File: config.mk
export PLATFORM = sky130hd
export DESIGN_NAME = flex_counter_sched
export DESIGN_NICKNAME = d
export VERILOG_FILES = /design/src/rtl/flex_counter_sched.sv
export SDC_FILE = /design/constraint.sdc
export NUM_CORES = 1
export LEC_CHECK = 0
export ABC_CLOCK_PERIOD_IN_PS = 1900
export CAP_MARGIN = 10
export CORE_ASPECT_RATIO = 1.5
export CORE_MARGIN = 3
export CORE_UTILIZATION = 35
export DETAILED_ROUTE_END_ITERATION = 12
export MAX_ROUTING_LAYER = met4
export PLACE_DENSITY = 0.86
export SLEW_MARGIN = 10
export SYNTH_ARGS = -nofsm -noshare
export SYNTH_HDL_FRONTEND = slang
export SYNTH_SLANG_ARGS = --single-unit
export TNS_END_PERCENT = 100
File: constraint.sdc
create_clock -name clk -period 1.9 [get_ports clk]
set_input_delay 0.475 -clock clk [delete_from_list [all_inputs] [get_ports clk]]
set_output_delay 0.475 -clock clk [all_outputs]
set_load 0.02 [all_outputs]
File: src/rtl/flex_counter_sched.sv
// Round-robin sequencer that lends a single flex_counter to NUM_REQ requesters
// as a programmable-interval timer, pulsing done to the owner on rollover.
module flex_counter_sched #(
  parameter int NUM_REQ  = 4,
  parameter int NUM_BITS = 4
) (
  input  logic                        clk,
  input  logic                        rst,
  input  logic [NUM_REQ-1:0]          req,
  input  logic [NUM_REQ*NUM_BITS-1:0] period,
  output logic [NUM_REQ-1:0]          grant,
  output logic [NUM_REQ-1:0]          done,
  output logic                        busy,
  output logic                        cnt_clear,
  output logic                        cnt_enable,
  output logic [NUM_BITS-1:0]         cnt_rollover_val,
  input  logic                        cnt_rollover_flag
);

  localparam int IDX_W = (NUM_REQ > 1) ? $clog2(NUM_REQ) : 1;
  localparam logic [IDX_W:0]   NUM_REQ_W = (IDX_W+1)'(NUM_REQ);
  localparam logic [IDX_W-1:0] LAST_INIT = IDX_W'(NUM_REQ - 1);

  typedef enum logic [1:0] {IDLE, CLEAR, COUNT, DONE} state_t;

  state_t              state_reg, state_next;
  logic [IDX_W-1:0]    owner_reg, owner_next;
  logic [IDX_W-1:0]    last_reg, last_next;
  logic [NUM_BITS-1:0] rv_reg, rv_next;
  logic [IDX_W-1:0]    winner;
  logic                found;
  logic [IDX_W:0]      cand;
  logic [NUM_BITS-1:0] period_arr [NUM_REQ];

  genvar gi;
  generate
    for (gi = 0; gi < NUM_REQ; gi++) begin : g_period
      assign period_arr[gi] = period[gi*NUM_BITS +: NUM_BITS];
    end
  endgenerate

  // Search starts one past the last served requester and wraps, so the
  // requester just served has lowest priority on the next arbitration.
  always_comb begin
    winner = '0;
    found  = 1'b0;
    cand   = '0;
    for (int j = 1; j <= NUM_REQ; j++) begin
      cand = {1'b0, last_reg} + (IDX_W+1)'(j);
      if (cand >= NUM_REQ_W) cand = cand - NUM_REQ_W;
      if (!found && req[cand[IDX_W-1:0]]) begin
        winner = cand[IDX_W-1:0];
        found  = 1'b1;
      end
    end
  end

  always_ff @(posedge clk or posedge rst) begin
    if (rst) begin
      state_reg <= IDLE;
      owner_reg <= '0;
      last_reg  <= LAST_INIT;
      rv_reg    <= '0;
    end else begin
      state_reg <= state_next;
      owner_reg <= owner_next;
      last_reg  <= last_next;
      rv_reg    <= rv_next;
    end
  end

  always_comb begin
    state_next = state_reg;
    owner_next = owner_reg;
    last_next  = last_reg;
    rv_next    = rv_reg;
    grant      = '0;
    done       = '0;
    busy       = 1'b1;
    cnt_clear  = 1'b0;
    cnt_enable = 1'b0;
    case (state_reg)
      IDLE: begin
        busy = 1'b0;
        if (found) begin
          owner_next = winner;
          // A zero interval would never match a freshly cleared counter's
          // first increment, so it is promoted to the shortest legal interval.
          rv_next    = (period_arr[winner] == '0) ? NUM_BITS'(1) : period_arr[winner];
          state_next = CLEAR;
        end
      end
      CLEAR: begin
        grant[owner_reg] = 1'b1;
        cnt_clear        = 1'b1;
        state_next       = COUNT;
      end
      COUNT: begin
        grant[owner_reg] = 1'b1;
        cnt_enable       = ~cnt_rollover_flag;
        if (cnt_rollover_flag) begin
          state_next = DONE;
        end else if (!req[owner_reg]) begin
          last_next  = owner_reg;
          state_next = IDLE;
        end
      end
      DONE: begin
        grant[owner_reg] = 1'b1;
        done[owner_reg]  = 1'b1;
        cnt_clear        = 1'b1;
        last_next        = owner_reg;
        state_next       = IDLE;
      end
      default: state_next = IDLE;
    endcase
  end

  assign cnt_rollover_val = rv_reg;

endmodule

# [Word level (Yosys, flattened, before mapping)]
# Cells that the tools add are included.
[totals] reg_bits=10 latch_bits=0 ramBits=0 rom_bits=0 input_bits=23 output_inout_bits=15 wordCells=87 memories=0
[classes] n_addsub=8 multipliers=0 div=0 n_lt_le_gt_ge=11 eq_ne=7 n_shift=0 mux=40 bitwise=2 reduce_logical=15
[op_table] operator="2-bit two-way mux" count=13
[op_table] operator="4-bit two-way mux" count=5
[op_table] operator="3-bit greater-or-equal comparator (second input constant)" count=5
[op_table] operator="2-bit by 3-bit < comparator with 1-bit output (second input constant)" count=5
[op_table] operator="1-bit two-way mux" count=13
[op_table] operator="1-bit binary-select mux with 2-bit select" count=5
[op_table] operator="4-bit binary-select mux with 2-bit select" count=1
[op_table] operator="2-bit case mux with 4 select lines" count=1
[op_table] operator="2-bit by 1-bit subtractor with 2-bit output (second input constant)" count=4
[op_table] operator="2-bit by 2-bit adder with 3-bit output (second input constant)" count=2
[op_table] operator="2-bit != test (second input constant)" count=3
[op_table] operator="2-bit equality test (second input constant)" count=2
[op_table] operator="1-bit logical AND" count=4
[op_table] operator="4-bit logical NOT" count=1
[op_table] operator="2-bit case mux with 2 select lines" count=1
[op_table] operator="2-bit AND reduction" count=2
[op_table] operator="2-bit by 1-bit adder with 3-bit output (second input constant)" count=1
[op_table] operator="2-bit by 3-bit adder with 3-bit output (second input constant)" count=1
[op_table] operator="1-bit logical NOT" count=3
[op_table] operator="3-bit != test (second input constant)" count=1
[op_table] operator="2-bit NOT with 3-bit output" count=1
[op_table] operator="3-bit AND reduction" count=1
[op_table] operator="3-bit OR reduction" count=1
[op_table] operator="1-bit demux with 2-bit select" count=1
[op_table] operator="other kinds (6)" count=6

# [Depth between registers and ports, before layout]
[logic_depth] word_depth=21 depth_mapped=7 ltp_nobuf=6

# [Least setup slack after synthesis]
# Ideal clock, no wire load.
[synth_path] kind="input to register" from="input req[3]" to="register rv_reg[1] (netlist: cnt_rollover_val[1])" setup_time_ns=0.125 arrival_time_ns=1.813 required_ns=1.775 slack_ns=-0.038 cell_stages=6 path_buffers=0 path_cell_list="or2b_4 a211oi_4 mux2_1 nand2_1 o21ai_1 mux2_2"
[synth_via] elab_chain_cells=18 elab_cells_between_ends=29 cone_classes="mux: 20; bitwise: 1; reduce/logical: 8"
[synth_lines] item="start: declaration" line_no="9" text="input logic [NUM_REQ-1:0] req,"
[synth_lines] item="1-bit binary-select mux with 2-bit select" line_no="51" text="if (!found && req[cand[IDX_W-1:0]]) begin"
[synth_lines] item="1-bit two-way mux (implied by the code)" line_no="51"
[synth_lines] item="1-bit two-way mux" line_no="51"
[synth_lines] item="1-bit logical NOT" line_no="51"
[synth_lines] item="1-bit logical AND" line_no="51"
[synth_lines] item="1-bit two-way mux" line_no="51"
[synth_lines] item="1-bit logical NOT" line_no="51"
[synth_lines] item="1-bit logical AND" line_no="51"
[synth_lines] item="1-bit two-way mux" line_no="51"
[synth_lines] item="1-bit logical NOT" line_no="51"
[synth_lines] item="1-bit logical AND" line_no="51"
[synth_lines] item="2-bit two-way mux" line_no="51"
[synth_lines] item="2-bit NOT with 3-bit output (implied by the code)" line_no="89" text="rv_next = (period_arr[winner] == '0) ? NUM_BITS'(1) : period_arr[winner];"
[synth_lines] item="4-bit binary-select mux with 2-bit select" line_no="89"
[synth_lines] item="4-bit two-way mux (implied by the code) (2 in series)" line_no="89"
[synth_lines] item="4-bit logical NOT" line_no="89"
[synth_lines] item="4-bit two-way mux" line_no="89"
[synth_lines] item="end signal: assignment" line_no="68" text="rv_reg <= rv_next;"
[synth_lines] item="end: declaration" line_no="29" text="logic [NUM_BITS-1:0] rv_reg, rv_next;"
# Several ways; a longest one is shown, not always the timed one. The select of a mux whose other input is x is not followed.
# A chain may end at the register's enable or synchronous reset.

# [Worst setup path after layout]
[layout_path] from="register last_reg[0]" to="register rv_reg[0] (netlist: cnt_rollover_val[0])"
[layout_via] elab_chain_cells=21 elab_cells_between_ends=45 cone_classes="add/sub: 8; order compare: 4; mux: 24; bitwise: 1; reduce/logical: 8"
[layout_lines] item="start: declaration" line_no="28" text="logic [IDX_W-1:0] last_reg, last_next;"
[layout_lines] item="start signal: assignment" line_no="67" text="last_reg <= last_next;"
[layout_lines] item="2-bit by 1-bit adder with 3-bit output" line_no="49" text="cand = {1'b0, last_reg} + (IDX_W+1)'(j);"
[layout_lines] item="3-bit greater-or-equal comparator or 2-bit by 1-bit subtractor with 2-bit output (tied branches)" line_no="50" text="if (cand >= NUM_REQ_W) cand = cand - NUM_REQ_W;"
[layout_lines] item="2-bit two-way mux" line_no="50"
[layout_lines] item="1-bit binary-select mux with 2-bit select" line_no="51"
[layout_lines] item="1-bit two-way mux (implied by the code)" line_no="51"
[layout_lines] item="1-bit two-way mux" line_no="51"
[layout_lines] item="1-bit logical NOT" line_no="51"
[layout_lines] item="1-bit logical AND" line_no="51"
[layout_lines] item="[... 4 more ...]"
[layout_lines] item="1-bit logical NOT" line_no="51"
[layout_lines] item="1-bit logical AND" line_no="51"
[layout_lines] item="2-bit two-way mux" line_no="51"
[layout_lines] item="2-bit NOT with 3-bit output (implied by the code)" line_no="89"
[layout_lines] item="4-bit binary-select mux with 2-bit select" line_no="89"
[layout_lines] item="4-bit two-way mux (implied by the code) (2 in series)" line_no="89"
[layout_lines] item="4-bit logical NOT" line_no="89"
[layout_lines] item="4-bit two-way mux" line_no="89"
# Several ways; a longest one is shown, not always the timed one. The select of a mux whose other input is x is not followed.

==> impl_metrics.csv <==
group,metric,value,unit
timing,max_slew_margin,0.753,
placed_design,dp_slack,-0.549,ns
pwr,p_sw_frac,0.405,
timing,report.final.hold_viol_count,0,
synth,synth-seq-cells,10,
worst_setup_path,cp-start-kind,"flop",
drt,wl,2020,um
synth,syn_avg_cell_area,9.48,um2
placed_design,place_hpwl,1730,um
outcome,violations,"negative setup slack",
floorplanning,die-area,2770,um2
clock_network,htree_levels,1,
cells_and_area,largest_reg_flops,4,
pwr,leakage,0.641,nW
cells_and_area,area_growth,80.5,%
clock_network,cts_inserted_buffers,3,
cells_and_area,antenna-diode-count,0,
pwr,seqPwrFrac,0.227,
timing,fin_crit,1.90,ns
floorplanning,pin_count,38,
global_routing,grt_pass1_wl,3650,um
worst_setup_path,cp_data_arrival_time,2.04,ns
clock_network,cts_max_path_buffers,2,
synth,ys_types,29,
floorplanning,num_rows,20,
worst_setup_path,path_delay_family,"compound AO/OA/AOI/OAI gates",
clock_network,clk_pin_slew,0.06,ns
drt,drt_iter0_markers,12,
drt,ant_nets,0,
pwr,vdd_ir_drop_max,895,uV
clock_network,cts_tree,"done",
pwr,combPwrFrac,0.685,
floorplanning,core_area,2050,um2
global_routing,antenna_found_initial,0,
timing,setup_violations,1,
timing,rsz0062_at_grt,"true",
floorplanning,dieHeight,63.0,um
timing,period_share,1.00,
floorplanning,start_util,0.370,
drt,drcViolationCount,0,
cells_and_area,drive_gt1_frac,0.374,
cells_and_area,fin_area,1370,um2
job,maxCapViolations,0,
placed_design,place_area,1290,um2
worst_setup_path,crit_path_max_fanout,4,
pwr,p_int,1.21,mW
drt,vias_per_cell,4.99,
pwr,clock_power_share,0.088,
placed_design,placed_cells_incl_taps,155,
worst_hold_path,hp-class,"input port to async pin",
global_routing,grt_pass1_vias,928,
timing,totalNegativeSetupSlack,-0.00436,ns
pwr,p_sw,0.824,mW
drt,wl_per_cell,12.6,um
synth,yosysWarningCount,0,
worst_setup_path,cp_cell_sequence,"or2b_4, buf_6, o21ai_4, a221oi_4, buf_4, mux2i_1, a22o_1, o32ai_1",
pwr,power_density,1490,nW/um2
global_routing,grt_overflow_total,0,
worst_setup_path,worst_setup_path_end_kind,"flop",
timing,whs,0.492,ns
worst_setup_path,cpPeakStageDelay,0.54,ns
clock_network,cts-root-buf,"clkbuf_4",
timing,tightestPinTransition,0.371,ns
synth,syn_inst,80,
clock_network,clock_latency,0.25,ns
worst_setup_path,worstSetupPathType,"flop to flop",
timing,fin_ws,-0.00436,ns
cells_and_area,fin_cells,161,
synth,syn_nets,103,
clock_network,hold_buffers,0,
global_routing,grt_max_degree,11,
pwr,p_total,2.04,mW
placed_design,port_buffers,37,
worst_setup_path,critPathBufInv,2,
worst_setup_path,required,2.03,ns
timing,fmax,525,MHz
cells_and_area,nNetsFinal,163,
timing,drv_slew,0,
drt,dr.pass1.iters,3,
clock_network,cts.sinks,10,
synth,synth_seq_area_share,0.333,
timing,skew,0.00198,ns
drt,vias,803,
floorplanning,dieWidth,44.0,um
cells_and_area,fin_util,0.667,
placed_design,gp_congestion,0.763,
synth,synth_area,758,um2
global_routing,grt_util_all_layers,0.170,
cells_and_area,nFillCells,170,
worst_setup_path,slowest_stage,"dfstp_2",
outcome,outcome,"finished, violations left",
-- routing by layer --
metal	wire [um]	track usage	up-vias	share of wire
met1	703	0.177	366	0.35
met5	0	-	-	0
met3	125	0.0259	2	0.062
met2	1170	0.319	34	0.58
met4	24	0.0377	0	0.012
li1	-	-	401	-
-- Yosys cell counts (all sizes together) --
cell,number,area (um2)
a211oi,1,20.0
a21boi,1,11.3
a21o,1,7.51
a21oi,2,10.0
a221o,1,10.0
a221oi,1,26.3
a22o,1,8.76
a22oi,1,12.5
clkbuf,3,11.3
dfrtp,8,200
dfstp,2,52.6
inv,5,18.8
mux2,8,90.1
mux2i,6,60.1
mux4,1,22.5
nand2,4,15.0
nand2b,5,31.3
nor2,15,56.3
nor2b,1,6.26
nor3,3,15.0
nor3b,2,15.0
o21a,1,7.51
o21ai,4,23.8
o32ai,1,8.76
or2,1,6.26
or2b,1,11.3
-- cell families (layout without fill, tap and decap cells) --
family	after synthesis	after routing	share of synthesized area
buffers and inverters	8	67	0.0396
AND/OR/NAND/NOR	32	32	0.206
flip-flops	10	10	0.333
AO/OA/AOI/OAI	15	15	0.193
multiplexers	15	15	0.228
-- final timing paths --
path                                startpoint             endpoint  slack (ns)  cells past startpoint
min reg2reg                cnt_rollover_val[1]  cnt_rollover_val[1]        0.53                      1
max reg2reg                        last_reg[0]  cnt_rollover_val[0]      -0.004                      8
min                                        rst  cnt_rollover_val[0]        0.49                      2
min in group clk           cnt_rollover_val[1]  cnt_rollover_val[1]        0.53                      1
max in group asynchronous                  rst          last_reg[0]        1.10                      2
max                                last_reg[0]  cnt_rollover_val[0]      -0.004                      8
-- repair_timing --
| action | 4_1_cts | 5_1_grt |
|---|---|---|
| pin swaps | 4 | 2 |
| setup buffers | 3 | 0 |
| gates resized for setup | 29 | 5 |
| setup endpoints to repair | 18 | 6 |
-- final cells by class --
type                       count  area [um2]  area share
multi-input combinational     62         517       0.378
sequential                    10         255       0.186
inverter                       5        18.8      0.0137
tap                           22        27.5      0.0201
timing repair buffer          58         514       0.376
clock buffer                   4        36.3      0.0265
-- cells in the final DEF (no fill, tap or decap), types with 3 or more instances in the layout --
| master | synthesis | final |
|---|---|---|
| nand2_1 | 4 | 4 |
| mux2_2 | 6 | 5 |
| inv_1 | 4 | 4 |
| mux2_4 | 0 | 3 |
| clkdlybuf4s50_1 | 0 | 23 |
| dlygate4sd2_1 | 0 | 11 |
| nand2b_1 | 5 | 5 |
| nor2_1 | 15 | 13 |
| dfrtp_1 | 8 | 6 |
| mux2i_1 | 6 | 6 |
| clkbuf_4 | 0 | 3 |
| buf_4 | 0 | 20 |
-- power groups by stage --
stage               logic [mW]  clock network [mW]  registers, mW
floorplan                0.720                   0          0.487
detailed placement        1.37                   0          0.451
CTS                       1.42               0.189          0.461
finish                    1.39               0.179          0.462
global placement          1.34                   0          0.445
global route              1.52               0.194          0.477
No activity file was read; power rests on OpenSTA's default activity.
